===== src/rtl/rx_frame_deserializer_if.sv =====
// Handshake/bus bundle between the bit sampler, the frame deserializer and the
// receive data consumer. The master side drives sampler/consumer inputs.
interface rx_frame_deserializer_if #(
  parameter int DATA_WIDTH = 8
);
  logic                  start_det;
  logic                  sampled_bit;
  logic                  bit_strobe;
  logic                  par_en;
  logic                  par_type;
  logic                  data_ready;
  logic [DATA_WIDTH-1:0] P_DATA;
  logic                  data_valid;
  logic                  par_err;
  logic                  stp_err;
  logic                  ovr_err;
  logic                  busy;

  modport master (
    output start_det, sampled_bit, bit_strobe, par_en, par_type, data_ready,
    input  P_DATA, data_valid, par_err, stp_err, ovr_err, busy
  );

  modport slave (
    input  start_det, sampled_bit, bit_strobe, par_en, par_type, data_ready,
    output P_DATA, data_valid, par_err, stp_err, ovr_err, busy
  );
endinterface


===== src/rtl/rx_frame_deserializer.sv =====
// UART receive frame deserializer: counts data bits, checks parity/stop, and
// presents good words on a valid/ready handshake. RX_DESER_OVERRUN_EN drops overrun words.
module rx_frame_deserializer #(
  parameter int DATA_WIDTH = 8,
  parameter bit MSB_FIRST  = 1'b0
) (
  input  logic CLK,
  input  logic RST,
  rx_frame_deserializer_if.slave bus
);
  localparam int CW = $clog2(DATA_WIDTH);

  typedef enum logic [1:0] {IDLE, DATA, PARITY, STOP} state_t;

  state_t                r_state;
  logic [DATA_WIDTH-1:0] r_sr;
  logic [DATA_WIDTH-1:0] r_pdata;
  logic [CW-1:0]         r_cnt;
  logic                  r_acc;
  logic                  r_par_en;
  logic                  r_par_type;
  logic                  r_perr;
  logic                  r_valid;
  logic                  r_par_err;
  logic                  r_stp_err;
`ifdef RX_DESER_OVERRUN_EN
  logic                  r_ovr_err;
`endif

  logic [DATA_WIDTH-1:0] w_shift;
  logic                  w_serr;
  logic                  w_done;
  logic                  w_good;
  logic                  w_consume;

  generate
    if (MSB_FIRST) begin : g_msb
      assign w_shift = {r_sr[DATA_WIDTH-2:0], bus.sampled_bit};
    end else begin : g_lsb
      assign w_shift = {bus.sampled_bit, r_sr[DATA_WIDTH-1:1]};
    end
  endgenerate

  assign w_serr    = ~bus.sampled_bit;
  assign w_done    = (r_state == STOP) && bus.bit_strobe;
  assign w_good    = w_done && !r_perr && !w_serr;
  assign w_consume = r_valid && bus.data_ready;

  always_ff @(posedge CLK or negedge RST) begin
    if (!RST) begin
      r_state    <= IDLE;
      r_sr       <= '0;
      r_pdata    <= '0;
      r_cnt      <= '0;
      r_acc      <= 1'b0;
      r_par_en   <= 1'b0;
      r_par_type <= 1'b0;
      r_perr     <= 1'b0;
      r_valid    <= 1'b0;
      r_par_err  <= 1'b0;
      r_stp_err  <= 1'b0;
`ifdef RX_DESER_OVERRUN_EN
      r_ovr_err  <= 1'b0;
`endif
    end else begin
      r_par_err <= 1'b0;
      r_stp_err <= 1'b0;
`ifdef RX_DESER_OVERRUN_EN
      r_ovr_err <= 1'b0;
`endif
      case (r_state)
        IDLE: if (bus.start_det) begin
          r_par_en   <= bus.par_en;
          r_par_type <= bus.par_type;
          r_sr       <= '0;
          r_cnt      <= '0;
          r_acc      <= 1'b0;
          r_perr     <= 1'b0;
          r_state    <= DATA;
        end
        DATA: if (bus.bit_strobe) begin
          r_sr  <= w_shift;
          r_acc <= r_acc ^ bus.sampled_bit;
          r_cnt <= r_cnt + 1'b1;
          if (r_cnt == CW'(DATA_WIDTH-1))
            r_state <= r_par_en ? PARITY : STOP;
        end
        PARITY: if (bus.bit_strobe) begin
          // acc holds XOR of the data bits; odd parity inverts the expected bit
          r_perr  <= (bus.sampled_bit != (r_acc ^ r_par_type));
          r_state <= STOP;
        end
        STOP: if (bus.bit_strobe) begin
          r_par_err <= r_perr;
          r_stp_err <= w_serr;
          r_state   <= IDLE;
        end
        default: r_state <= IDLE;
      endcase

      // A consume in the completion cycle frees the slot, so that is not an overrun
      if (w_good) begin
        if (r_valid && !bus.data_ready) begin
`ifdef RX_DESER_OVERRUN_EN
          r_ovr_err <= 1'b1;
`else
          r_pdata   <= r_sr;
`endif
        end else begin
          r_pdata <= r_sr;
          r_valid <= 1'b1;
        end
      end else if (w_consume) begin
        r_valid <= 1'b0;
      end
    end
  end

  assign bus.P_DATA     = r_pdata;
  assign bus.data_valid = r_valid;
  assign bus.par_err    = r_par_err;
  assign bus.stp_err    = r_stp_err;
  assign bus.busy       = (r_state != IDLE);
`ifdef RX_DESER_OVERRUN_EN
  assign bus.ovr_err    = r_ovr_err;
`else
  assign bus.ovr_err    = 1'b0;
`endif
endmodule


===== src/flat_wrapper.sv =====
// flat-port wrapper written by rule: the top's interface ports become plain ports
module rx_frame_deserializer_flat 
#(
  parameter int DATA_WIDTH = 8,
  parameter bit MSB_FIRST  = 1'b0
)
  (CLK, RST, bus_start_det, bus_sampled_bit, bus_bit_strobe, bus_par_en, bus_par_type, bus_data_ready, bus_P_DATA, bus_data_valid, bus_par_err, bus_stp_err, bus_ovr_err, bus_busy);
  rx_frame_deserializer_if #(.DATA_WIDTH(DATA_WIDTH)) bus_i ();
  input  logic CLK;
  input  logic RST;
  input wire logic [$bits(bus_i.start_det)-1:0] bus_start_det;
  input wire logic [$bits(bus_i.sampled_bit)-1:0] bus_sampled_bit;
  input wire logic [$bits(bus_i.bit_strobe)-1:0] bus_bit_strobe;
  input wire logic [$bits(bus_i.par_en)-1:0] bus_par_en;
  input wire logic [$bits(bus_i.par_type)-1:0] bus_par_type;
  input wire logic [$bits(bus_i.data_ready)-1:0] bus_data_ready;
  output wire logic [$bits(bus_i.P_DATA)-1:0] bus_P_DATA;
  output wire logic [$bits(bus_i.data_valid)-1:0] bus_data_valid;
  output wire logic [$bits(bus_i.par_err)-1:0] bus_par_err;
  output wire logic [$bits(bus_i.stp_err)-1:0] bus_stp_err;
  output wire logic [$bits(bus_i.ovr_err)-1:0] bus_ovr_err;
  output wire logic [$bits(bus_i.busy)-1:0] bus_busy;
  assign bus_i.start_det = bus_start_det;
  assign bus_i.sampled_bit = bus_sampled_bit;
  assign bus_i.bit_strobe = bus_bit_strobe;
  assign bus_i.par_en = bus_par_en;
  assign bus_i.par_type = bus_par_type;
  assign bus_i.data_ready = bus_data_ready;
  assign bus_P_DATA = bus_i.P_DATA;
  assign bus_data_valid = bus_i.data_valid;
  assign bus_par_err = bus_i.par_err;
  assign bus_stp_err = bus_i.stp_err;
  assign bus_ovr_err = bus_i.ovr_err;
  assign bus_busy = bus_i.busy;
  rx_frame_deserializer #(.DATA_WIDTH(DATA_WIDTH), .MSB_FIRST(MSB_FIRST)) u_core (.CLK(CLK), .RST(RST), .bus(bus_i));
endmodule

===== config.mk =====
export PLATFORM = sky130hd
export DESIGN_NAME = rx_frame_deserializer_flat
export DESIGN_NICKNAME = d
export VERILOG_FILES = /design/src/rtl/rx_frame_deserializer_if.sv /design/src/rtl/rx_frame_deserializer.sv /design/src/flat_wrapper.sv
export SDC_FILE = /design/constraint.sdc
export NUM_CORES = 1
export LEC_CHECK = 0
export BUFFER_PORTS_ARGS = -buffer_cell sky130_fd_sc_hd__buf_2
export CORE_ASPECT_RATIO = 2
export CORE_MARGIN = 1
export CORE_UTILIZATION = 45
export CTS_BUF_LIST = sky130_fd_sc_hd__clkbuf_2 sky130_fd_sc_hd__clkbuf_4 sky130_fd_sc_hd__clkbuf_8
export CTS_CLUSTER_SIZE = 14
export DETAILED_ROUTE_END_ITERATION = 8
export GPL_TIMING_DRIVEN = 0
export PLACE_DENSITY = 0.76
export SLEW_MARGIN = 0
export SYNTH_ARGS = -nofsm -noshare
export SYNTH_HDL_FRONTEND = slang
export SYNTH_SLANG_ARGS = --single-unit

===== constraint.sdc =====
create_clock -name CLK -period 3.3 [get_ports CLK]
set_clock_uncertainty 0.05 [all_clocks]
set_input_delay 0.165 -clock CLK [delete_from_list [all_inputs] [get_ports CLK]]
set_output_delay 0.165 -clock CLK [all_outputs]
set_load 0.02 [all_outputs]

==> flow_summary.ini <==
[floorplan]
core_um2 = 2940
die_w_um = 41.3
rows = 28
fp.dieArea_um2 = 3330
initial_utilization = 0.473
die_h_um = 80.7
pin_count = 21

[yosys]
synth_cell_types = 34
post_synth_and_or_nand_nor_area_fraction = 0.138
synthAdderAreaFrac = 0.0629
muxShareOfSynthArea = 0.102
netlist_instances = 125
yosys_warnings = 0
synth_xor_area_frac = 0.0126
syn_area_um2 = 1390
synth-compound-area-share = 0.106
ys_ff_latch = 28
syn-num-nets = 140
dominantRegCellSynth = dfrtp_1
yosysSeqAreaShare = 0.503
synth_top_family_by_area = simple AND/OR/NAND/NOR gates
synth_edf_count = 0
async_reset_ff_frac = 1.00
avgSynthCellArea_um2 = 11.1

[drt]
ant_nets = 0
dr.pass1.iters = 4
routed_wl_mm = 2.29
via_count = 914
wire_per_inst_um = 12.9
drtIter0Drc = 40
vias_per_cell = 5.13
route.detailed.drc = 0

[cells_and_area]
fin_cells = 178
drive_gt1_frac = 0.264
area_growth_pct = 15.0
antenna_cells = 0
num-nets-final = 164

[cts]
clock-sinks = 28
cts_buffers = 3
cts.path.max_buffers = 2
root_buffer = clkbuf_8
cts_tree = done
cts.clk_slew.worst_paths_ps = 90
post_cts_resized = 0
clkLatencyLatePin_ps = 270
htree_num_levels = 1

[power]
powerDensity_nw_per_um2 = 842
finalPower_mw = 1.35
leakagePower_nw = 0.794
vdd_ir_drop_max_mv = 0.573

[worst_setup_path]
cp.arrival_ps = 1970
end_kind = flop
rr_endpoint = u_core.r_state[1]
reg2reg_slack_ps = 1440
cp-start-kind = flop
worstPathRequired_ps = 3410
crit_type = flop to flop
crit_fanout = 8
startpoint = u_core.r_state[0]
crit_path_end = u_core.r_state[1]
worst-r2r-cell-count = 6
timing.rr.start = u_core.r_state[0]

[hold_path]
hold_path.class = primary input to flop
min_from = bus_data_ready

[placed_design]
dp_hpwl_mm = 1.76
dp.cells = 173
portBuffers = 18
place_ws_ps = 1460
globalplace.congestion = 0.797

[outcome]
status = finished clean

[sta]
hold_violations = 0
rsz0062_at_grt = no
holdWs_ps = 22.8
final_max_slew_viol_count = 0
worst_slack_ps = 1440
tightest_slew_ps = 623
fmax_mhz = 538
period_minus_slack_ps = 1860
relSlewSlack = 0.584
finalCritPeriodShare = 0.564
setup_tns_ps = 0
setup_viol_count_final = 0

[grt]
grt_pass1_wl_mm = 3.91
grt_usage = 0.167
grt_max_degree = 29
grt_pass1_vias = 921
antenna_found_initial = 0
grt_overflow_total = 0

[flow_run]
timing.max_cap.violations = 0
## layer usage
layer,wire (um),track usage
met3,51,0.0166
met2,1270,0.298
met1,945,0.195
met5,0,0
met4,22,0.0484
## layout make-up
type                    instances  area (um2)
fillers                       260        1340
flip-flops and latches         28         701
multi-input cells              78         592
repair buffers                 19         100
plain buffers                   7        55.1
inverters                      12        45.0
clock buffers                   3        41.3
well taps                      30        37.5
clock inverters                 1        30.0
## cells by family (layout without fill, tap and decap cells)
kind of cell,after synthesis,in the layout
xor+xnor,2,2
compound gates,22,22
fa+ha+maj,7,7
flops,28,28
buf+inv,19,42
other cells,1,1
simple gates,34,34
mux,12,12
## state kept, by name (all words and copies together) (netlist names)
signal	flops
u_core.bus.P_DATA	8
u_core.r_sr	8
u_core.r_cnt	3
u_core.r_state	2
u_core.bus.data_valid	1
u_core.bus.par_err	1
u_core.bus.stp_err	1
u_core.r_acc	1
u_core.r_par_en	1
u_core.r_par_type	1
u_core.r_perr	1
## worst max-delay path, cell delays in order (launching register included)
cell	delay [ps]
dfrtp_1	450
inv_1	110
ha_1	210
buf_4	160
nand2b_1	210
and4_4	270
mux2_4	290
## report_power, final
part           total [mW]  internal, mW  switching, mW
Clock               0.262         0.162         0.0995
Combinational       0.596         0.264          0.332
Sequential          0.491         0.431         0.0600
Total                1.35         0.857          0.492
## worst min-delay path by stage
| stage | endpoint | slack, ps | cells past startpoint |
|---|---|---|---|
| floorplan | u_core.bus.P_DATA[0] | -180 | 0 |
| global placement | u_core.bus.P_DATA[1] | 150 | 1 |
| detailed placement | u_core.bus.P_DATA[1] | 160 | 1 |
| CTS | u_core.bus.data_valid | 20 | 2 |
| global route | u_core.bus.data_valid | 30 | 2 |
| finish | u_core.bus.data_valid | 20 | 2 |
## cells in the final DEF, fill, tap and decap left out, types with 4 or more instances in the layout
cell,netlist,routed
ha_1,7,7
nand2_1,18,18
o21ai_0,12,12
inv_1,12,12
dfrtp_1,28,28
mux2_2,4,4
buf_2,2,20
mux2i_1,6,6
## synth_stat cells, types with 2 or more instances
library cell / number / area [um2]
buf_6: 2 / 22.5
o31ai_1: 2 / 15.0
mux2i_1: 6 / 60.1
a211oi_1: 2 / 15.0
ha_1: 7 / 87.6
o21ai_0: 12 / 60.1
dfrtp_1: 28 / 701
nand2_1: 18 / 67.6
nand3b_1: 2 / 15.0
buf_2: 2 / 10.0
buf_4: 3 / 22.5
inv_1: 12 / 45.0
mux2_2: 4 / 45.0
nand4_1: 3 / 18.8
nand2b_1: 3 / 18.8
## timing repair
action / CTS / global route
endpoints found under the hold margin: 28 / 0
setup buffers: 0 / 0
endpoints found under the setup margin: 0 / 0
hold buffers: 1 / 0
## metrics by stage
step,area [um2],util
3_3_place_gp,1520,0.517
2_1_floorplan,1390,-
3_5_place_dp,1520,0.517
5_1_grt,1600,0.544
4_1_cts,1600,0.544
6_report,1600,0.544
Note: power is estimated with default switching activity, not from simulation.
